### src/rtl/line_burst_adapter.sv
// Splits cache-line reads/writes from the L1 arbiter into BEATS-long bursts on
// physical memory, reassembling read beats into a line buffer.
//
// state  | meaning
// IDLE   | waiting for mem_read/mem_write; latches address (and data on write)
// RBURST | reading beats from pmem into the line buffer
// WBURST | writing latched line beats to pmem
// DONE   | one-cycle mem_resp pulse, then back to IDLE
module line_burst_adapter #(
    parameter int LINE_W = 256,
    parameter int BEAT_W = 64
) (
    input  logic              clk,
    input  logic              rst_n,
    input  logic              mem_read,
    input  logic              mem_write,
    input  logic [31:0]       mem_address,
    input  logic [LINE_W-1:0] mem_wdata,
    output logic              mem_resp,
    output logic [LINE_W-1:0] mem_rdata,
    output logic              pmem_read,
    output logic              pmem_write,
    output logic [31:0]       pmem_address,
    output logic [BEAT_W-1:0] pmem_wdata,
    input  logic [BEAT_W-1:0] pmem_rdata,
    input  logic              pmem_resp
);
    localparam int BEATS = LINE_W / BEAT_W;
    localparam int CNT_W = (BEATS > 1) ? $clog2(BEATS) : 1;
    localparam logic [CNT_W-1:0] LAST_BEAT = CNT_W'(BEATS - 1);

    typedef enum logic [1:0] {
        IDLE   = 2'd0,
        RBURST = 2'd1,
        WBURST = 2'd2,
        DONE   = 2'd3
    } state_t;

    state_t            r_state;
    state_t            w_state_nxt;
    logic [CNT_W-1:0]  r_cnt;
    logic [31:5]       r_addr;
    logic [LINE_W-1:0] r_wline;
    logic [LINE_W-1:0] r_rline;
    logic              w_in_burst;
    logic              w_beat;
    logic              w_last;
    logic [BEAT_W-1:0] w_wbeat;

    assign w_in_burst = (r_state == RBURST) || (r_state == WBURST);
    assign w_beat     = w_in_burst && pmem_resp;
    assign w_last     = w_beat && (r_cnt == LAST_BEAT);

    always_comb begin
        w_state_nxt = r_state;
        case (r_state)
            IDLE: begin
                if (mem_write)
                    w_state_nxt = WBURST;
                else if (mem_read)
                    w_state_nxt = RBURST;
            end
            RBURST, WBURST: begin
                if (w_last)
                    w_state_nxt = DONE;
            end
            DONE:    w_state_nxt = IDLE;
            default: w_state_nxt = IDLE;
        endcase
    end

    always_ff @(posedge clk or negedge rst_n) begin
        if (!rst_n) begin
            r_state <= IDLE;
            r_cnt   <= '0;
            r_addr  <= '0;
            r_wline <= '0;
        end else begin
            r_state <= w_state_nxt;
            if (r_state == IDLE)
                r_cnt <= '0;
            else if (w_beat)
                r_cnt <= w_last ? '0 : r_cnt + 1'b1;
            if (r_state == IDLE && (mem_write || mem_read))
                r_addr <= mem_address[31:5];
            if (r_state == IDLE && mem_write)
                r_wline <= mem_wdata;
        end
    end

    // Only the beat slot selected by the counter is written on each accepted read beat.
    always_ff @(posedge clk or negedge rst_n) begin
        if (!rst_n) begin
            r_rline <= '0;
        end else begin
            for (int b = 0; b < BEATS; b++) begin
                if (r_state == RBURST && pmem_resp && r_cnt == CNT_W'(b))
                    r_rline[b*BEAT_W +: BEAT_W] <= pmem_rdata;
            end
        end
    end

    always_comb begin
        w_wbeat = '0;
        for (int b = 0; b < BEATS; b++) begin
            if (r_cnt == CNT_W'(b))
                w_wbeat = r_wline[b*BEAT_W +: BEAT_W];
        end
    end

    assign mem_resp     = (r_state == DONE);
    assign mem_rdata    = r_rline;
    assign pmem_read    = (r_state == RBURST);
    assign pmem_write   = (r_state == WBURST);
    assign pmem_address = {r_addr, 5'b0_0000};
    assign pmem_wdata   = (r_state == WBURST) ? w_wbeat : '0;

endmodule

### config.mk
export PLATFORM = sky130hd
export DESIGN_NAME = line_burst_adapter
export DESIGN_NICKNAME = d
export VERILOG_FILES = /design/src/rtl/line_burst_adapter.sv
export SDC_FILE = /design/constraint.sdc
export NUM_CORES = 1
export LEC_CHECK = 0
export BUFFER_PORTS_ARGS = -buffer_cell sky130_fd_sc_hd__buf_4
export CAP_MARGIN = 10
export CORE_AREA = 3 3 279 281
export CTS_BUF_LIST = sky130_fd_sc_hd__clkbuf_2 sky130_fd_sc_hd__clkbuf_4 sky130_fd_sc_hd__clkbuf_8
export CTS_CLUSTER_SIZE = 28
export DETAILED_ROUTE_END_ITERATION = 12
export DIE_AREA = 0 0 282 284
export MAX_ROUTING_LAYER = met4
export PLACE_DENSITY_LB_ADDON = 0.2
export SLEW_MARGIN = 20
export SYNTH_ARGS = -nofsm -noshare
export SYNTH_HDL_FRONTEND = slang
export SYNTH_SLANG_ARGS = --single-unit
### constraint.sdc
create_clock -name clk -period 2.1 [get_ports clk]
set_clock_uncertainty 0.05 [all_clocks]
set_input_delay 0.105 -clock clk [delete_from_list [all_inputs] [get_ports clk]]
set_output_delay 0.105 -clock clk [all_outputs]
set_load 0.05 [all_outputs]
==> qor.yml <==
placed_design:
  post-place-cells: 3136
  numPortBuffers: 701
  gp_congestion: 0.820
  place_area_mm2: 0.0296
  post-dp-hpwl_um: 55500
  post-place-ws_ns: -0.122
floorplanning:
  floorplan.initialDensity: 0.292
  io_pins: 712
  die_w_um: 282
  rows: 101
  design.die.area_mm2: 0.0801
  core_mm2: 0.0757
  die_h_um: 284
drt:
  antenna_left: 0
  first_pass_iters: 4
  drt_iter0_markers: 488
  wl_um: 81600
  via_per_inst: 4.62
  wl_per_cell_um: 22.0
  vias: 17162
  route.detailed.drc: 0
pwr:
  p_int_mw: 35.7
  combPwrFrac: 0.523
  switching_power_mw: 27.6
  clkPwrFrac: 0.179
  p_per_area_mw_per_mm2: 1700
  swShare: 0.436
  ir_drop_v: 0.00103
  p_seq_frac: 0.298
  p_leak_nw: 17.0
  power_mw: 63.3
global_route:
  grt_pass1_wl_um: 120000
  overflow: 0
  gr-usage-all-layers: 0.203
  grt_pass1_vias: 19249
  antenna_found_initial: 18
  grt_max_degree: 70
finish:
  drive_gt1_frac: 0.625
  final_cell_area_mm2: 0.0372
  fin_nets: 3001
  layout.cells.non_filler: 3713
  fill_cells: 6602
  final_core_util: 0.492
  areaGrowthSynthToFinish_pct: 68.7
clocking:
  clock-sinks: 543
  clock_latency_ns: 0.66
  htree_num_levels: 3
  cts-root-buf: "clkbuf_8"
  cts_tree: "yes"
  clk_pin_slew_ns: 0.06
  cts_max_path_buffers: 3
  numCtsBuffers: 98
setup_path:
  crit_path_end_kind: "output pin"
  endpoint: "pmem_wdata[56]"
  reg2reg_slack_ns: 0.11
  critPathArrivalTime_ns: 2.43
  reg2reg_from: "r_state[0]"
  crit_start: "r_cnt[0]"
  critPathMaxFanout: 9
  critPathRequiredTime_ns: 1.95
  cp-start-kind: "flip-flop"
  reg2reg_to: "r_wline[27]"
  rr_worst_depth: 7
  crit_type: "flip-flop to output pin"
logic_synthesis:
  avgSynthCellArea_um2: 14.9
  syn_area_mm2: 0.0221
  seq_area_frac_synth: 0.616
  ys_types: 25
  ys_warn_count: 0
  syn_inst: 1479
  ys_ff_latch: 543
timing:
  relSlewSlack: 0.595
  worst_slack_ns: -0.482
  max_clock_freq_ghz: 0.387
  period_share: 1.23
  drv_slew: 0
  tightestPinTransition_ns: 0.608
  setup_viol: 64
  hold_slack_ns: 0.139
  hold_violations: 0
  setup_tns_ns: -28.00
  finalCriticalPeriod_ns: 2.58
  rsz0062_at_grt: "yes"
status:
  status: "finished, violations left"
  violations: "setup timing"
min_path:
  hold_class: "input pin to flip-flop"
run:
  maxCapViolations: 0
-- state kept, by name, summed over array words and instances (netlist names) --
name and cells:
mem_rdata 256, r_addr 27, r_cnt 2, r_state 2
r_wline 256
-- per-layer routing --
layer / wire [um] / vias to the layer above / share of wire / GRT usage
met5: 0 / - / 0 / -
met4: 1890 / 0 / 0.023 / 0.0626
met3: 5120 / 126 / 0.063 / 0.0488
met2: 41700 / 565 / 0.51 / 0.348
met1: 33000 / 8730 / 0.40 / 0.233
li1: - / 7741 / - / -
-- cells in the final DEF (no fill, tap or decap), types with 2 or more instances in the layout --
cell type / n
nand2_1: 65
buf_16: 6
buf_8: 35
ha_1: 2
o21ai_0: 3
inv_8: 3
clkinv_2: 15
mux2_2: 540
mux2i_1: 2
ha_4: 4
a221oi_2: 35
dlygate4sd3_1: 352
bufinv_16: 7
clkbuf_4: 32
bufbuf_16: 3
inv_1: 2
clkbuf_8: 119
conb_1: 5
o21ai_1: 34
inv_12: 3
nand3_1: 2
a221oi_4: 26
diode_2: 18
dfrtp_1: 542
a221oi_1: 3
buf_6: 38
o21ai_2: 33
nand3_4: 4
o21ai_4: 61
clkbuf_16: 4
buf_12: 37
buf_4: 680
inv_2: 3
ha_2: 2
nor2b_4: 2
nor2_1: 3
-- cells in the mapped netlist --
cell / instances / area (um^2)
nand2_2: 1 / 6.26
a21oi_1: 1 / 5.00
nand3_2: 4 / 40.0
clkbuf_1: 30 / 113
o21ai_0: 100 / 500
and2_1: 1 / 6.26
dfrtp_1: 543 / 13600
inv_2: 1 / 3.75
o21ai_2: 1 / 8.76
mux2i_1: 2 / 20.0
o21ai_1: 30 / 150
buf_4: 40 / 300
ha_1: 8 / 100
nand2_1: 66 / 248
a22oi_1: 1 / 7.51
conb_1: 1 / 3.75
a221oi_1: 64 / 561
nor2_1: 3 / 11.3
mux2_2: 540 / 6080
nor2b_1: 3 / 18.8
buf_6: 10 / 113
inv_1: 5 / 18.8
nand3_1: 2 / 10.0
buf_2: 16 / 80.1
clkbuf_8: 6 / 82.6
-- cells by family (layout without fill, tap and decap cells) --
| family | count (synthesis) | in the layout | share of synthesized area |
|---|---|---|---|
| AND/OR/NAND/NOR | 80 | 80 | 0.0154 |
| AO/OA/AOI/OAI | 197 | 197 | 0.0558 |
| flip-flops | 543 | 543 | 0.616 |
| buffers and inverters | 108 | 1342 | 0.0322 |
| multiplexers | 542 | 542 | 0.276 |
| adder cells (fa/ha/maj) | 8 | 8 | 0.00453 |
| other | 1 | 23 | 0.000170 |
-- critical path, cell delays in order (launching register included) --
cell	delay (ns)
dfrtp_2	0.42
buf_4	0.15
ha_4	0.18
nor2b_4	0.18
buf_12	0.21
buf_12	0.18
a221oi_2	0.09
o21ai_4	0.18
buf_6	0.17
-- layout make-up --
cell class,instances,area [um^2],share of cell area
Sequential cell,543,13600,0.365
Timing Repair Buffer,1155,10700,0.287
Multi-Input combinational cell,832,9390,0.252
Clock buffer,151,1880,0.0504
Antenna cell,18,45.0,0.00121
Clock inverter,30,393,0.0106
Inverter,6,30.0,0.000806
Tap cell,978,1220,0.0329
-- how the worst min path moves through the flow --
stage / from / to / depth (start not counted)
floorplan: rst_n / mem_rdata[0] / 0
global placement: rst_n / mem_rdata[28] / 1
detailed placement: rst_n / mem_rdata[28] / 1
CTS: mem_address[5] / r_addr[5] / 3
global route: mem_address[12] / r_addr[12] / 3
finish: mem_address[31] / r_addr[31] / 3
-- power groups by stage --
stage / Clock, mW / Combinational (mW) / Sequential (mW)
global placement: 0 / 28.9 / 18.2
detailed placement: 0 / 29.3 / 18.4
CTS: 11.7 / 32.0 / 18.6
finish: 11.4 / 33.1 / 18.8
floorplan: 0 / 11.3 / 26.4
global route: 12.2 / 34.6 / 19.4
-- what timing repair did --
item	4_1_cts	5_1_grt
hold buffers	353	0
setup endpoints to repair	65	65
gates cloned	5	5
pin swaps	5	29
buffers inserted	13	2
hold endpoints to repair	1086	0
resized for setup	217	94
No activity file was read; power rests on OpenSTA's default activity.
